**config.mk**
```make
export PLATFORM = sky130hd
export DESIGN_NAME = irq_ctrl_flat
export DESIGN_NICKNAME = d
export VERILOG_FILES = /design/src/rtl/irq_ctrl_if.sv /design/src/rtl/irq_ctrl.sv /design/src/flat_wrapper.sv
export SDC_FILE = /design/constraint.sdc
export NUM_CORES = 1
export LEC_CHECK = 0
export ABC_AREA = 1
export CORE_MARGIN = 5
export CORE_UTILIZATION = 37
export DETAILED_ROUTE_END_ITERATION = 6
export PLACE_DENSITY = 0.63
export SETUP_SLACK_MARGIN = 0.15
export SLEW_MARGIN = 20
export SYNTH_ARGS = -nofsm -noshare
export SYNTH_HDL_FRONTEND = slang
export SYNTH_SLANG_ARGS = --single-unit
export TNS_END_PERCENT = 30
```
**constraint.sdc**
```tcl
create_clock -name clk -period 2.1 [get_ports clk]
set_input_delay 0.315 -clock clk [delete_from_list [all_inputs] [get_ports clk]]
set_output_delay 0.315 -clock clk [all_outputs]
set_load 0.05 [all_outputs]
```
**src/rtl/irq_ctrl_if.sv**
```systemverilog
// rtl/irq_ctrl_if.sv - signal bundle between the sequencer/data bus side and irq_ctrl
//
// Ports (all carried as interface signals):
//   irq_src[7:0]  asynchronous rising-edge interrupt lines
//   fault_in[1:0] single-cycle fault strobes (bit0 illegal opcode, bit1 bus error)
//   state[3:0]    sequencer state, 4'b0000 is the trap/halt state
//   reti          return-from-interrupt strobe
//   we/addr/wdata register write port, rdata combinational read data
//   irq_r/fault_r requests to the sequencer
//   cause/vector  latched cause and handler address
interface irq_ctrl_if;
    logic [7:0]  irq_src;
    logic [1:0]  fault_in;
    logic [3:0]  state;
    logic        reti;
    logic        we;
    logic [1:0]  addr;
    logic [15:0] wdata;
    logic [15:0] rdata;
    logic        irq_r;
    logic        fault_r;
    logic [3:0]  cause;
    logic [15:0] vector;

    modport master (
        output irq_src, fault_in, state, reti, we, addr, wdata,
        input  rdata, irq_r, fault_r, cause, vector
    );

    modport slave (
        input  irq_src, fault_in, state, reti, we, addr, wdata,
        output rdata, irq_r, fault_r, cause, vector
    );
endinterface

```
**src/rtl/irq_ctrl.sv**
```systemverilog
// rtl/irq_ctrl.sv - 8-line edge interrupt controller with fault capture and vectoring
//
// Ports:
//   clk    system clock, rising edge
//   reset  synchronous, active-high
//   bus    irq_ctrl_if.slave: irq_src, fault_in, state, reti, we/addr/wdata,
//          rdata, irq_r, fault_r, cause, vector
// Registers: 0 MASK[7:0], 1 PEND[7:0] (W1C), 2 CTRL {PIE, INSV, IE}, 3 BASE[15:2]
module irq_ctrl (
    input  logic      clk,
    input  logic      reset,
    irq_ctrl_if.slave bus
);
    localparam logic [1:0] ADDR_MASK = 2'd0;
    localparam logic [1:0] ADDR_PEND = 2'd1;
    localparam logic [1:0] ADDR_CTRL = 2'd2;
    localparam logic [1:0] ADDR_BASE = 2'd3;

    logic [7:0]  sync1_q, sync2_q, prev_q;
    logic [2:0]  fill_q;
    logic [7:0]  mask_q, pend_q;
    logic        ie_q, insv_q, pie_q;
    logic [15:0] base_q;
    logic [3:0]  cause_q;
    logic        fault_r_q, fault_src_q;
    logic        irq_r_q;
    logic        trap_q;

    logic [7:0]  mask_n, pend_n;
    logic        ie_n, insv_n, pie_n;
    logic [15:0] base_n;
    logic [3:0]  cause_n;
    logic        fault_r_n, fault_src_n;

    logic [7:0]  edge_det;
    logic [7:0]  pend_masked;
    logic        irq_found;
    logic [2:0]  irq_idx;
    logic        in_trap, ack_edge, fault_ack, irq_ack;
    logic        wr_mask, wr_pend, wr_ctrl, wr_base;
    logic        ie_eff;

    // fill_q marks when prev_q holds a genuine post-reset sample, so a line
    // already high when reset drops never looks like a fresh rising edge.
    assign edge_det    = sync2_q & ~prev_q & {8{fill_q[2]}};
    assign pend_masked = pend_q & mask_q;

    // Lowest-index pending-and-enabled line; descending scan so index 0 wins.
    always_comb begin
        irq_found = 1'b0;
        irq_idx   = 3'd0;
        for (int i = 7; i >= 0; i--) begin
            if (pend_masked[i]) begin
                irq_found = 1'b1;
                irq_idx   = i[2:0];
            end
        end
    end

    // One acknowledge opportunity per entry into the trap state.
    assign in_trap   = (bus.state == 4'b0000);
    assign ack_edge  = in_trap & ~trap_q;
    assign fault_ack = ack_edge & fault_r_q;
    assign irq_ack   = ack_edge & ~fault_r_q & irq_r_q;

    assign wr_mask = bus.we & (bus.addr == ADDR_MASK);
    assign wr_pend = bus.we & (bus.addr == ADDR_PEND);
    assign wr_ctrl = bus.we & (bus.addr == ADDR_CTRL);
    assign wr_base = bus.we & (bus.addr == ADDR_BASE);

    // IE as seen by an ack in the same cycle as reti: the restored value.
    assign ie_eff = bus.reti ? pie_q : ie_q;

    always_comb begin
        mask_n      = mask_q;
        pend_n      = pend_q;
        ie_n        = ie_q;
        insv_n      = insv_q;
        pie_n       = pie_q;
        base_n      = base_q;
        cause_n     = cause_q;
        fault_r_n   = fault_r_q;
        fault_src_n = fault_src_q;

        if (wr_mask) mask_n = bus.wdata[7:0];
        if (wr_base) base_n = {bus.wdata[15:2], 2'b00};

        // Clears first, then new edges OR in so a coincident set wins.
        if (wr_pend) pend_n = pend_n & ~bus.wdata[7:0];
        if (irq_ack && irq_found) pend_n[irq_idx] = 1'b0;
        pend_n = pend_n | edge_det;

        // IE priority: ack > reti > bus write.
        if (wr_ctrl) ie_n = bus.wdata[0];
        if (bus.reti) begin
            ie_n   = pie_q;
            insv_n = 1'b0;
        end

        if (!fault_r_q && (|bus.fault_in)) begin
            fault_r_n   = 1'b1;
            fault_src_n = ~bus.fault_in[0];
        end

        if (fault_ack) begin
            cause_n   = {3'b100, fault_src_q};
            fault_r_n = 1'b0;
        end else if (irq_ack) begin
            cause_n = {1'b0, irq_idx};
        end

        if (fault_ack || irq_ack) begin
            insv_n = 1'b1;
            pie_n  = ie_eff;
            ie_n   = 1'b0;
        end
    end

    always_ff @(posedge clk) begin
        if (reset) begin
            sync1_q     <= '0;
            sync2_q     <= '0;
            prev_q      <= '0;
            fill_q      <= '0;
            mask_q      <= '0;
            pend_q      <= '0;
            ie_q        <= 1'b0;
            insv_q      <= 1'b0;
            pie_q       <= 1'b0;
            base_q      <= '0;
            cause_q     <= '0;
            fault_r_q   <= 1'b0;
            fault_src_q <= 1'b0;
            irq_r_q     <= 1'b0;
            trap_q      <= 1'b0;
        end else begin
            sync1_q     <= bus.irq_src;
            sync2_q     <= sync1_q;
            prev_q      <= sync2_q;
            fill_q      <= {fill_q[1:0], 1'b1};
            mask_q      <= mask_n;
            pend_q      <= pend_n;
            ie_q        <= ie_n;
            insv_q      <= insv_n;
            pie_q       <= pie_n;
            base_q      <= base_n;
            cause_q     <= cause_n;
            fault_r_q   <= fault_r_n;
            fault_src_q <= fault_src_n;
            // Built from next-state values so irq_r always matches the
            // registers it sits beside (drops the cycle after an ack).
            irq_r_q     <= ie_n & ~insv_n & ~fault_r_n & (|(pend_n & mask_n));
            trap_q      <= in_trap;
        end
    end

    always_comb begin
        bus.rdata = 16'h0000;
        case (bus.addr)
            ADDR_MASK: bus.rdata = {8'h00, mask_q};
            ADDR_PEND: bus.rdata = {8'h00, pend_q};
            ADDR_CTRL: bus.rdata = {13'h0000, pie_q, insv_q, ie_q};
            ADDR_BASE: bus.rdata = base_q;
            default:   bus.rdata = 16'h0000;
        endcase
    end

    assign bus.irq_r   = irq_r_q;
    assign bus.fault_r = fault_r_q;
    assign bus.cause   = cause_q;
    assign bus.vector  = base_q + {10'h000, cause_q, 2'b00};
endmodule

```
**src/flat_wrapper.sv**
```systemverilog
// flat-port wrapper written by rule: the top's interface ports become plain ports
module irq_ctrl_flat 
  (clk, reset, bus_irq_src, bus_fault_in, bus_state, bus_reti, bus_we, bus_addr, bus_wdata, bus_rdata, bus_irq_r, bus_fault_r, bus_cause, bus_vector);
  irq_ctrl_if bus_i ();
  input  logic clk;
  input  logic reset;
  input wire logic [$bits(bus_i.irq_src)-1:0] bus_irq_src;
  input wire logic [$bits(bus_i.fault_in)-1:0] bus_fault_in;
  input wire logic [$bits(bus_i.state)-1:0] bus_state;
  input wire logic [$bits(bus_i.reti)-1:0] bus_reti;
  input wire logic [$bits(bus_i.we)-1:0] bus_we;
  input wire logic [$bits(bus_i.addr)-1:0] bus_addr;
  input wire logic [$bits(bus_i.wdata)-1:0] bus_wdata;
  output wire logic [$bits(bus_i.rdata)-1:0] bus_rdata;
  output wire logic [$bits(bus_i.irq_r)-1:0] bus_irq_r;
  output wire logic [$bits(bus_i.fault_r)-1:0] bus_fault_r;
  output wire logic [$bits(bus_i.cause)-1:0] bus_cause;
  output wire logic [$bits(bus_i.vector)-1:0] bus_vector;
  assign bus_i.irq_src = bus_irq_src;
  assign bus_i.fault_in = bus_fault_in;
  assign bus_i.state = bus_state;
  assign bus_i.reti = bus_reti;
  assign bus_i.we = bus_we;
  assign bus_i.addr = bus_addr;
  assign bus_i.wdata = bus_wdata;
  assign bus_rdata = bus_i.rdata;
  assign bus_irq_r = bus_i.irq_r;
  assign bus_fault_r = bus_i.fault_r;
  assign bus_cause = bus_i.cause;
  assign bus_vector = bus_i.vector;
  irq_ctrl u_core (.clk(clk), .reset(reset), .bus(bus_i));
endmodule
```
Word-level counts from Yosys, hierarchy flattened --
Cells that the tools add are included.
Word-level totals: register bits after elaboration 68, bits in latches 0, memory bits (writable) 0, ROM bits 0, input port bits 36, output and inout port bits 38, word-level logic and storage cells 94, memories kept 0
Operators by class: add/sub/neg operators 1, multiply operators 0, div/mod/pow operators 0, magnitude comparators 2, equal/unequal tests 3, shifts and indexed selects 0, muxes and demuxes 32, bitwise operators 27, reduce and logical (&&, ||, !) cells 12
Operators by type and width (number):
- 16-bit case mux with 4 select lines | 1
- 8-bit AND | 6
- 3-bit 2-to-1 mux | 8
- 8-bit 2-to-1 mux | 3
- 8-bit NOT | 3
- 1-bit 2-to-1 mux | 17
- 16-bit by 6-bit adder with 16-bit output | 1
- 1-bit AND | 11
- 4-bit 2-to-1 mux | 2
- 8-bit bitwise OR | 1
- 8-bit OR reduction | 1
- 1-bit NOT | 6
- 2-bit equality test, second input constant | 2
- 4-bit logical NOT | 1
- 3-bit by 4-bit < comparator with 1-bit output, second input constant | 1
- 2-bit OR reduction | 2
- 1-bit demux with 3-bit select | 1
- 3-bit by 1-bit >= comparator with 1-bit output, second input constant | 1
- 1-bit logical AND | 3
- 2-bit by 1-bit equality test with 1-bit output, second input constant | 1
- 2-bit logical NOT | 1
- 2-bit AND reduction | 1
- 2-bit nonzero test | 1
- 1-bit logical NOT | 1
- 1-bit logical OR | 1

Longest topological paths before layout --
Gate-level depths: netlist of run 1.
word-level depth 20, depth in mapped cells 16, gate-level depth less buffers 16

Worst setup path after synthesis of run 1 --
Ideal clock, no wire load.
path type register -> output, start register u_core.cause_q[0], in the netlist u_core.bus.cause[0], end output bus_vector[14], arrival 2.809 ns, required time 1.785 ns, slack -1.024 ns, stages on the path, launching flop included 11, buffers on the path 0, cell sequence dfxtp_1 > ha_1 > inv_1 > fa_1 > o21ai_1 > nand2_1 > nor2_2 > nand3_1 > nor2_1 > nand3_1 > xor2_1
Between the ends: longest elaborated chain between the ends 1
RTL lines:
- start: declaration | RTL line irq_ctrl.sv:24 | logic [3:0] cause_q;
- start signal: assignment | RTL line irq_ctrl.sv:147 | cause_q <= cause_n;
- 16-bit by 6-bit adder with 16-bit output | RTL line irq_ctrl.sv:171 | assign bus.vector = base_q + {10'h000, cause_q, 2'b00};
- end: declaration | RTL line flat_wrapper.sv:18 | output wire logic [$bits(bus_i.vector)-1:0] bus_vector;
Every way passes these cells.

Final worst setup path of run 1 --
start register u_core.base_q[2], end output bus_vector[14]
Between the ends: longest elaborated chain between the ends 1
RTL lines:
- start: declaration | RTL line irq_ctrl.sv:23 | logic [15:0] base_q;
- start signal: assignment | RTL line irq_ctrl.sv:146 | base_q <= base_n;
- 16-bit by 6-bit adder with 16-bit output | RTL line irq_ctrl.sv:171
Every way passes these cells.

==> results.tsv, run 1 <==
stage	metric	value	unit
run_status	outcome	finished with violations	
run_status	failing checks	negative setup slack	
layout	nets	629	
logic_synthesis	top-count cell post-synth	nand2_1	
placement	DP HPWL	6.470	mm
timing	Clock Skews	0.01084	ns
clock_tree	H-tree depth	3	
clock_tree	CTS Root Cell	clkbuf_8	
timing	Final Hold Violating Endpoints	0	
logic_synthesis	top-area cell type share of the netlist area	41.56	%
logic_synthesis	Synth area leaders	dfxtp_1, nand2_1, inv_1	
routing	DRT antenna net count	0	
timing	fmax	386.2	MHz
logic_synthesis	top_reg_cell synth	dfxtp_1	
logic_synthesis	Synth cell types	35	
global_route	Remaining Overflow, GRT	0	
clock_tree	cts hold-fix bufs	0	
timing	fin. max-slew vios	0	
routing	vias	3167	
global_route	GRT Total Usage	15.92	%
layout	area delta synth->final	58.94	%
logic_synthesis	Synth warnings	0	
global_route	largest net degree at the start of global routing	42	
timing	Tmin final	2.589	ns
timing	Slew @ Worst Pin	0.5521	ns
flow_run	max-cap violations	0	
clock_tree	Clock Latency Late Sink	0.34	ns
clock_tree	TritonCTS clock tree	done	
logic_synthesis	EDFF count, synth	0	
critical_path	Worst Path Arrival	2.27	ns
logic_synthesis	FF+latch count, synth	68	
die	I/O pin count	74	
die	Die ar.	10830	µm²
die	core area	8678	µm²
layout	post-layout util	59.99	%
logic_synthesis	commonest cells in the netlist	nand2_1, inv_1, dfxtp_1	
die	Die W	104.1	µm
die	Die Ht	104.1	µm
layout	n_diodes	0	
timing	RSZ-0062 raised after global routing	true	
placement	gpl congestion	0.8394	
timing	period utilization	123.3	%
layout	layout cells sized above 1	25.30	%
critical_path	element type at the critical path end	primary output	
routing	DRC Markers	0	
timing	final setup fails	11	
logic_synthesis	Synth area leader	dfxtp_1	
logic_synthesis	async set-reset flop share out of synthesis	0	%
timing	final setup margin	-0.4890	ns
logic_synthesis	Seq/Total Area, Yosys	41.56	%
timing	setup TNS	-3.304	ns
power	Leakage	2.432	nW
routing	DR WL/cell	12.02	µm
clock_tree	CTS Buf Count	9	
global_route	first-pass GRT wire length	14.31	mm
clock_tree	Clock transition at path regs	0.08	ns
power	VDD IR max	0.3178	mV
die	row count	34	
placement	port bufs	71	
critical_path	CP Max Fanout	2	
logic_synthesis	mean post-synth cell area	6.969	µm²
critical_path	CP startpoint kind	flop	
logic_synthesis	synthesized cell area	3276	µm²
global_route	vias in the first global route	2933	
power	PD cells	554.4	nW/µm²
critical_path	CP Class	flop to primary output	
routing	Starting DRT DRC Count	121	
clock_tree	clk buf depth	2	
worst_hold_path	Hold WC Path Type	flop to flop	
timing	Rel. slew slack	63.15	%
logic_synthesis	cell count after synthesis	470	
routing	routed wire length	8.423	mm
die	Initial Util	37.75	%
global_route	initial antenna violation count	0	
layout	# fillers	793	
routing	vias per inst	4.518	
critical_path	CP required	1.78	ns
routing	drt pass-1 iters	4	
clock_tree	Clock Sinks	68	
report_power, final:
part	total, W	internal, W	leakage [nW]	switching (W)
Sequential	0.00137	0.00134	0.560	0.0000326
Clock	0.00101	0.000525	0.0960	0.000483
Combinational	0.000509	0.000235	1.78	0.000274
kinds of logic after synthesis:
logic type | count (synthesis) | synth area share [%]
and+or+nand+nor | 219 | 29.91
other | 1 | 0.1145
DFF | 68 | 41.56
adders and majority gates | 5 | 2.139
buffers and inverters | 97 | 11.80
AOI/OAI and AO/OA | 68 | 11.27
xor gates and xnor gates | 12 | 3.209
final timing paths:
check,from,to,slack [ns],cells past startpoint
max,u_core.base_q[2]$_SDFFE_PP0P_,bus_vector[14],-0.49,11
min reg2reg,u_core.sync1_q[3]$_SDFF_PP0_,u_core.sync2_q[3]$_SDFF_PP0_,0.40,2
max reg2reg,u_core.pend_q[4]$_SDFF_PP0_,u_core.bus.irq_r$_SDFF_PP0_,0.40,15
min,u_core.sync1_q[3]$_SDFF_PP0_,u_core.sync2_q[3]$_SDFF_PP0_,0.40,2
sequential cells by signal, summed over array words and instances (netlist names):
signal,flops
u_core.base_q,14
u_core.bus.cause,4
u_core.bus.fault_r,1
u_core.bus.irq_r,1
u_core.fault_src_q,1
u_core.fill_q,3
u_core.ie_q,1
u_core.insv_q,1
u_core.mask_q,8
u_core.pend_q,8
u_core.pie_q,1
u_core.prev_q,8
u_core.sync1_q,8
u_core.sync2_q,8
u_core.trap_q,1
layer usage:
metal / global-route usage [%] / vias up / wire length, µm
li1: - / 1666 / -
met1: 21.45 / 1415 / 3948
met2: 25.05 / 75 / 3880
met3: 3.724 / 11 / 477
met4: 5.273 / 0 / 116
met5: 0 / - / 0
area by class of cell:
cell class	count	area, µm²	share of cell area (%)
clock buffer	13	168.9	3.244
clock inverter	3	18.77	0.3605
multi-input combinational	306	1788	34.34
inverter	83	311.5	5.984
tap	108	135.1	2.596
sequential	68	1374	26.39
timing repair buffer	120	1410	27.08
worst max-delay path, stage by stage (launching register included):
cell and delay (ns):
dfxtp_2 0.36, ha_4 0.14, inv_2 0.03, fa_2 0.34, o21ai_2 0.14, nand2_1 0.08
nor2_2 0.12, nand3_2 0.11, nor2_4 0.14, nand3_4 0.11, xor2_4 0.20, buf_12 0.16
repair_timing:
action	4_1_cts	5_1_grt
pin swaps	6	1
setup endpoints to repair	29	18
setup buffers	3	3
gates resized for setup	16	14
per-stage QoR:
stage / hold slack, ns / total power [W] / setup WS [ns] / instance area, µm² / std cells
4_1_cts: 0.4055 / 0.002912 / -0.5020 / 5119 / 698
3_3_place_gp: 0.3891 / 0.001888 / -0.1815 / 4816 / 679
5_1_grt: 0.4190 / 0.003034 / -0.6121 / 5206 / 701
2_1_floorplan: 0.3883 / 0.001648 / -0.3779 / 3420 / 471
3_5_place_dp: 0.3945 / 0.001894 / -0.2159 / 4816 / 679
6_report: 0.4021 / 0.002886 / -0.4890 / 5206 / 701
cells in the final DEF (no fill, tap or decap), types with 8 or more instances in the layout:
| cell type | n |
|---|---|
| dfxtp_1 | 62 |
| buf_12 | 29 |
| a21oi_1 | 32 |
| clkbuf_8 | 12 |
| nand3_1 | 20 |
| nand2_1 | 103 |
| buf_4 | 45 |
| nor2_2 | 8 |
| inv_1 | 79 |
| clkdlybuf4s50_1 | 36 |
| nor2_1 | 60 |
| o21ai_0 | 16 |
Power figures use the tool's default switching activity.
==> run 2: changes to the inputs <==
--- a/config.mk
+++ b/config.mk
@@ -8,8 +8,10 @@
 export ABC_AREA = 1
 export CORE_MARGIN = 5
 export CORE_UTILIZATION = 37
+export CTS_BUF_LIST = sky130_fd_sc_hd__clkbuf_4 sky130_fd_sc_hd__clkbuf_8
 export DETAILED_ROUTE_END_ITERATION = 6
 export PLACE_DENSITY = 0.63
+export REMOVE_ABC_BUFFERS = 1
 export SETUP_SLACK_MARGIN = 0.15
 export SLEW_MARGIN = 20
 export SYNTH_ARGS = -nofsm -noshare
==> results.tsv, run 2 (synthesis gave the netlist of run 1 again) <==
stage	metric	value	unit	change
flow_run	max-cap violations	0		unchanged
layout	n_diodes	0		unchanged
run_status	failing checks	negative setup slack		
die	Initial Util	37.75	%	unchanged
die	Die W	104.1	µm	unchanged
global_route	largest net degree at the start of global routing	28		-33%
layout	area delta synth->final	57.56	%	
die	Die ar.	10830	µm²	unchanged
critical_path	element type at the critical path end	primary output		
routing	Starting DRT DRC Count	158		+31%
global_route	vias in the first global route	3172		+8.1%
clock_tree	TritonCTS clock tree	done		
routing	DRC Markers	0		unchanged
routing	DR WL/cell	12.40	µm	+3.2%
timing	period utilization	123.6	%	+0.30 points
layout	post-layout util	59.47	%	-0.52 points
critical_path	CP Class	flop to primary output		
placement	port bufs	71		unchanged
power	total power	0.003172	W	+9.9%
die	I/O pin count	74		unchanged
layout	nets	626		-0.48%
timing	fin. max-slew vios	0		unchanged
worst_hold_path	Hold WC Path Type	flop to flop		
placement	Post-Place Setup Slack	-0.3153	ns	-0.09935 ns
power	clock share of power	41.0	%	+6.1 points
layout	layout cells sized above 1	25.59	%	+0.30 points
timing	final setup fails	11		unchanged
global_route	GRT Total Usage	16.44	%	+0.52 points
routing	DRT antenna net count	0		unchanged
clock_tree	H-tree depth	3		unchanged
clock_tree	CTS Root Cell	clkbuf_8		
critical_path	CP Max Fanout	2		unchanged
layout	largest reg by FF count	u_core.base_q		
timing	Clock Skews	0.006957	ns	-0.003880 ns
global_route	met3 Use GR	4.159	%	+0.43 points
power	VDD IR max	0.4829	mV	+52%
power	Int Pwr	0.002369	W	+13%
power	Leakage	2.418	nW	-0.60%
die	Die Ht	104.1	µm	unchanged
timing	final setup margin	-0.4952	ns	-0.006200 ns
layout	Finished Layout Cells	698		-0.43%
clock_tree	clk buf depth	2		unchanged
timing	Rel. slew slack	59.97	%	-3.2 points
timing	Slew @ Worst Pin	0.5998	ns	+0.04770 ns
global_route	first-pass GRT wire length	14.83	mm	+3.6%
layout	most frequent cells in the layout	nand2_1, inv_1, dfxtp_1		
die	core area	8678	µm²	unchanged
critical_path	CP required	1.78	ns	about the same
power	Comb pwr share	15.8	%	-1.8 points
placement	DP HPWL	6.268	mm	-3.1%
critical_path	CP startpoint kind	flop		
routing	routed wire length	8.652	mm	+2.7%
global_route	GRT met2 Usage	28.42	%	+3.4 points
placement	gpl congestion	0.8641		+2.9%
critical_path	Worst Path Arrival	2.28	ns	about the same
clock_tree	CTS Buf Count	9		unchanged
power	NetSw	0.0008031	W	+1.7%
layout	commonest non-fill, non-tap cell in the layout	nand2_1		
placement	placed insts	673		-0.88%
power	Net Sw Frac	25.32	%	-2.0 points
timing	setup TNS	-3.513	ns	-0.2087 ns
global_route	initial antenna violation count	0		unchanged
clock_tree	Clock transition at path regs	0.07	ns	about the same
global_route	GR peak layer	met2		
routing	vias	3178		+0.35%
clock_tree	Clock Latency Late Sink	0.34	ns	about the same
power	PD cells	614.6	nW/µm²	+11%
routing	drt pass-1 iters	4		unchanged
timing	RSZ-0062 raised after global routing	true		
die	row count	34		unchanged
timing	Tmin final	2.595	ns	+0.006200 ns
timing	Final Hold Violating Endpoints	0		unchanged
timing	fmax	385.3	MHz	-0.24%
power	sequential share of power	43.2	%	-4.2 points
global_route	met1 Use GR	20.03	%	-1.4 points
clock_tree	Clock Sinks	68		unchanged
layout	max reg flops	14		unchanged
routing	vias per inst	4.553		+0.78%
run_status	outcome	finished with violations		
global_route	Remaining Overflow, GRT	0		unchanged
run 2: routing by layer:
layer  vias up  share of wire [%]
met5         -                  0
met1      1447                 44
met2        61                 51
met3         6                4.4
met4         0               0.82
li1       1664                  -
run 2: worst max-delay path, stage by stage, from the launching register on:
cell and delay (ns):
dfxtp_2 0.36, ha_4 0.14, inv_2 0.03, fa_2 0.34, o21ai_2 0.14, nand2_1 0.08
nor2_2 0.13, nand3_2 0.10, nor2_2 0.16, nand3_1 0.12, xor2_2 0.19, buf_12 0.16
run 2: path summary, 6_finish.rpt:
kind | end | start | slack [ns] | depth (start not counted)
worst max-delay path | bus_vector[14] | u_core.bus.cause[0]$_SDFFE_PP0P_ | -0.50 | 11
worst min-delay path | u_core.sync2_q[3]$_SDFF_PP0_ | u_core.sync1_q[3]$_SDFF_PP0_ | 0.40 | 2
worst max register to register | u_core.bus.irq_r$_SDFF_PP0_ | u_core.pend_q[4]$_SDFF_PP0_ | 0.41 | 15
worst min register to register | u_core.sync2_q[3]$_SDFF_PP0_ | u_core.sync1_q[3]$_SDFF_PP0_ | 0.40 | 2
run 2: through the flow:
step                      instance area [µm²]  hold WS (ns)
after global routing                     5161        0.4185
final                                    5161        0.4048
after floorplan                          3204        0.3841
after CTS                                5102        0.4066
after global placement                   4641        0.3889
after detailed placement                 4641        0.3958
run 2: power by group through the flow:
| stage | clock network, W | logic [W] | registers, W |
|---|---|---|---|
| 3_5_place_dp | 0 | 0.000485 | 0.00140 |
| 2_1_floorplan | 0 | 0.000219 | 0.00140 |
| 5_1_grt | 0.00140 | 0.000538 | 0.00138 |
| 4_1_cts | 0.00134 | 0.000500 | 0.00137 |
| 3_3_place_gp | 0 | 0.000480 | 0.00140 |
| 6_report | 0.00130 | 0.000500 | 0.00137 |
run 2: timing repair:
item                                    4_1_cts  5_1_grt
gates resized for setup                      36       14
endpoints found under the setup margin       21       16
hold buffers                                  0        0
setup buffers                                 8        1
pin swaps                                     5        7
run 2: area by class of cell:
cell class | count | area, µm²
Clock inverter | 6 | 112.6
Sequential cell | 68 | 1369
Clock buffer | 10 | 131.4
Inverter | 83 | 311.5
Fill cell | 783 | 3517
Timing Repair Buffer | 117 | 1386
Multi-Input combinational cell | 306 | 1715
Tap cell | 108 | 135.1
==> run 3: changes to the inputs <==
--- a/config.mk
+++ b/config.mk
@@ -10,7 +10,7 @@
 export CORE_UTILIZATION = 37
 export CTS_BUF_LIST = sky130_fd_sc_hd__clkbuf_4 sky130_fd_sc_hd__clkbuf_8
 export DETAILED_ROUTE_END_ITERATION = 6
-export PLACE_DENSITY = 0.63
+export PLACE_DENSITY = 0.61
 export REMOVE_ABC_BUFFERS = 1
 export SETUP_SLACK_MARGIN = 0.15
 export SLEW_MARGIN = 20
==> constraint.sdc (replaced) <==
create_clock -name clk -period 2.65 [get_ports clk]
set_input_delay 0.3975 -clock clk [delete_from_list [all_inputs] [get_ports clk]]
set_output_delay 0.3975 -clock clk [all_outputs]
set_load 0.05 [all_outputs]
==> results.tsv, run 3 (synthesis gave the netlist of run 1 again) <==
stage	metric	value	unit	change
layout	area occupied by multi-input gates	1622	µm²	-5.5%
critical_path	CP Class	flop to primary output		
power	Int Pwr	0.001896	W	-20%
timing	fmax	377.4	MHz	
critical_path	Worst Path Arrival	2.25	ns	-0.03 ns
critical_path	CP startpoint kind	flop		
layout	largest reg by FF count	u_core.base_q		
placement	DP HPWL	6.218	mm	-0.79%
flow_run	max-cap violations	0		unchanged
clock_tree	CTS Root Cell	clkbuf_8		
placement	port bufs	71		unchanged
die	Die W	104.1	µm	unchanged
clock_tree	Clock Latency Late Sink	0.34	ns	about the same
global_route	first-pass GRT wire length	13.72	mm	-7.5%
run_status	outcome	finished, final reports clean		
global_route	vias in the first global route	2967		-6.5%
global_route	largest net degree at the start of global routing	28		unchanged
layout	layout cells sized above 1	18.18	%	-7.4 points
power	Net Sw Frac	24.80	%	-0.51 points
power	Leakage	2.205	nW	-8.8%
power	PD cells	528.2	nW/µm²	-14%
critical_path	CP required	2.25	ns	+0.47 ns
worst_hold_path	Hold WC Path Type	flop to flop		
die	core area	8678	µm²	unchanged
timing	setup TNS	0	ns	+3.513 ns
routing	DRT antenna net count	0		unchanged
layout	max reg flops	14		unchanged
power	sequential share of power	43.1	%	about the same
power	clock share of power	42.6	%	+1.6 points
timing	fin. max-slew vios	0		unchanged
clock_tree	CTS Buf Count	9		unchanged
routing	routed wire length	8.093	mm	-6.5%
routing	DRC Markers	0		unchanged
layout	area delta synth->final	45.68	%	
power	VDD IR max	0.2643	mV	-45%
routing	Starting DRT DRC Count	136		-14%
die	row count	34		unchanged
global_route	initial antenna violation count	0		unchanged
layout	commonest non-fill, non-tap cell in the layout	nand2_1		
timing	RSZ-0062 raised after global routing	true		
timing	Tmin final	2.650	ns	
layout	Sequential Area	1365	µm²	-0.27%
global_route	Remaining Overflow, GRT	0		unchanged
power	total power	0.002521	W	-21%
critical_path	element type at the critical path end	primary output		
power	NetSw	0.0006253	W	-22%
power	Comb pwr share	14.3	%	-1.5 points
timing	Slew @ Worst Pin	0.5888	ns	-0.01101 ns
timing	hold slack	0.4078	ns	+0.002964 ns
timing	Rel. slew slack	60.70	%	+0.74 points
timing	final setup fails	0		-11
timing	Final Hold Violating Endpoints	0		unchanged
routing	vias per inst	4.523		-0.66%
placement	DP Area	4353	µm²	-6.2%
clock_tree	H-tree depth	3		unchanged
die	I/O pin count	74		unchanged
clock_tree	TritonCTS clock tree	done		
global_route	GRT Total Usage	15.41	%	-1.0 points
layout	# fillers	835		+6.6%
layout	design area	4772	µm²	-7.5%
timing	Clock Skews	0.006346	ns	-0.0006106 ns
routing	drt pass-1 iters	4		unchanged
placement	gpl congestion	0.8330		-3.6%
layout	most frequent cells in the layout	nand2_1, inv_1, dfxtp_1		
clock_tree	clk buf depth	2		unchanged
layout	n_diodes	0		unchanged
critical_path	CP Max Fanout	2		unchanged
clock_tree	Clock Sinks	68		unchanged
die	Initial Util	37.75	%	unchanged
die	Die Ht	104.1	µm	unchanged
layout	nets	597		-4.6%
clock_tree	Clock transition at path regs	0.07	ns	about the same
die	Die ar.	10830	µm²	unchanged
routing	vias	3026		-4.8%
timing	period utilization	99.99	%	
routing	DR WL/cell	12.10	µm	-2.4%
## run 3: area by class of cell
| type | count | area share, % |
|---|---|---|
| Tap cell | 108 | 2.832 |
| Timing Repair Buffer | 88 | 22.63 |
| Clock buffer | 11 | 3.173 |
| Inverter | 83 | 6.529 |
| Multi-Input combinational cell | 306 | 33.98 |
| Clock inverter | 5 | 2.255 |
| Sequential cell | 68 | 28.61 |
## run 3: path summary, 6_finish.rpt
| kind | startpoint | end | slack, ns | depth (start not counted) |
|---|---|---|---|---|
| max reg2reg | u_core.mask_q[0]$_SDFF_PP0_ | u_core.bus.irq_r$_SDFF_PP0_ | 0.89 | 14 |
| min | u_core.sync1_q[4]$_SDFF_PP0_ | u_core.sync2_q[4]$_SDFF_PP0_ | 0.41 | 2 |
| min reg2reg | u_core.sync1_q[4]$_SDFF_PP0_ | u_core.sync2_q[4]$_SDFF_PP0_ | 0.41 | 2 |
| max | u_core.base_q[2]$_SDFFE_PP0P_ | bus_vector[14] | 0.0002 | 11 |
## run 3: per-stage QoR
step / util, % / setup WS, ns / std cells
2_1_floorplan: - / -0.5567 / 457
3_3_place_gp: 50.16 / 0.09227 / 644
3_5_place_dp: 50.16 / 0.04699 / 644
4_1_cts: 54.71 / -0.05997 / 668
5_1_grt: 54.99 / -0.1519 / 669
6_report: 54.99 / 0.0002440 / 669
## run 3: layer usage
metal | vias up | routed length, µm | track usage (%) | share of wire, %
li1 | 1605 | - | - | -
met1 | 1334 | 3603 | 18.64 | 45
met2 | 70 | 3845 | 25.41 | 48
met3 | 17 | 422 | 3.414 | 5.2
met4 | 0 | 222 | 8.141 | 2.7
met5 | - | 0 | 0 | 0
## run 3: timing repair
action	CTS	global route
endpoints found under the setup margin	8	9
pin swaps	7	6
buffers inserted	8	1
gates resized for setup	16	3
hold buffers	0	0
## run 3: critical path: stages (launching register included)
cell and delay, ns:
dfxtp_2 0.35, ha_4 0.14, inv_2 0.03, fa_2 0.34
o21ai_2 0.16, nand2_1 0.08, nor2_2 0.13, nand3_2 0.13
nor2_4 0.13, nand3_2 0.09, xor2_2 0.18, buf_12 0.16
## run 3: power by group through the flow
stage / Sequential (W) / Combinational [W] / Clock [W]
global placement: 0.00111 / 0.000355 / 0
global route: 0.00109 / 0.000392 / 0.00114
CTS: 0.00108 / 0.000364 / 0.00109
floorplan: 0.00111 / 0.000173 / 0
detailed placement: 0.00111 / 0.000359 / 0
finish: 0.00109 / 0.000361 / 0.00107
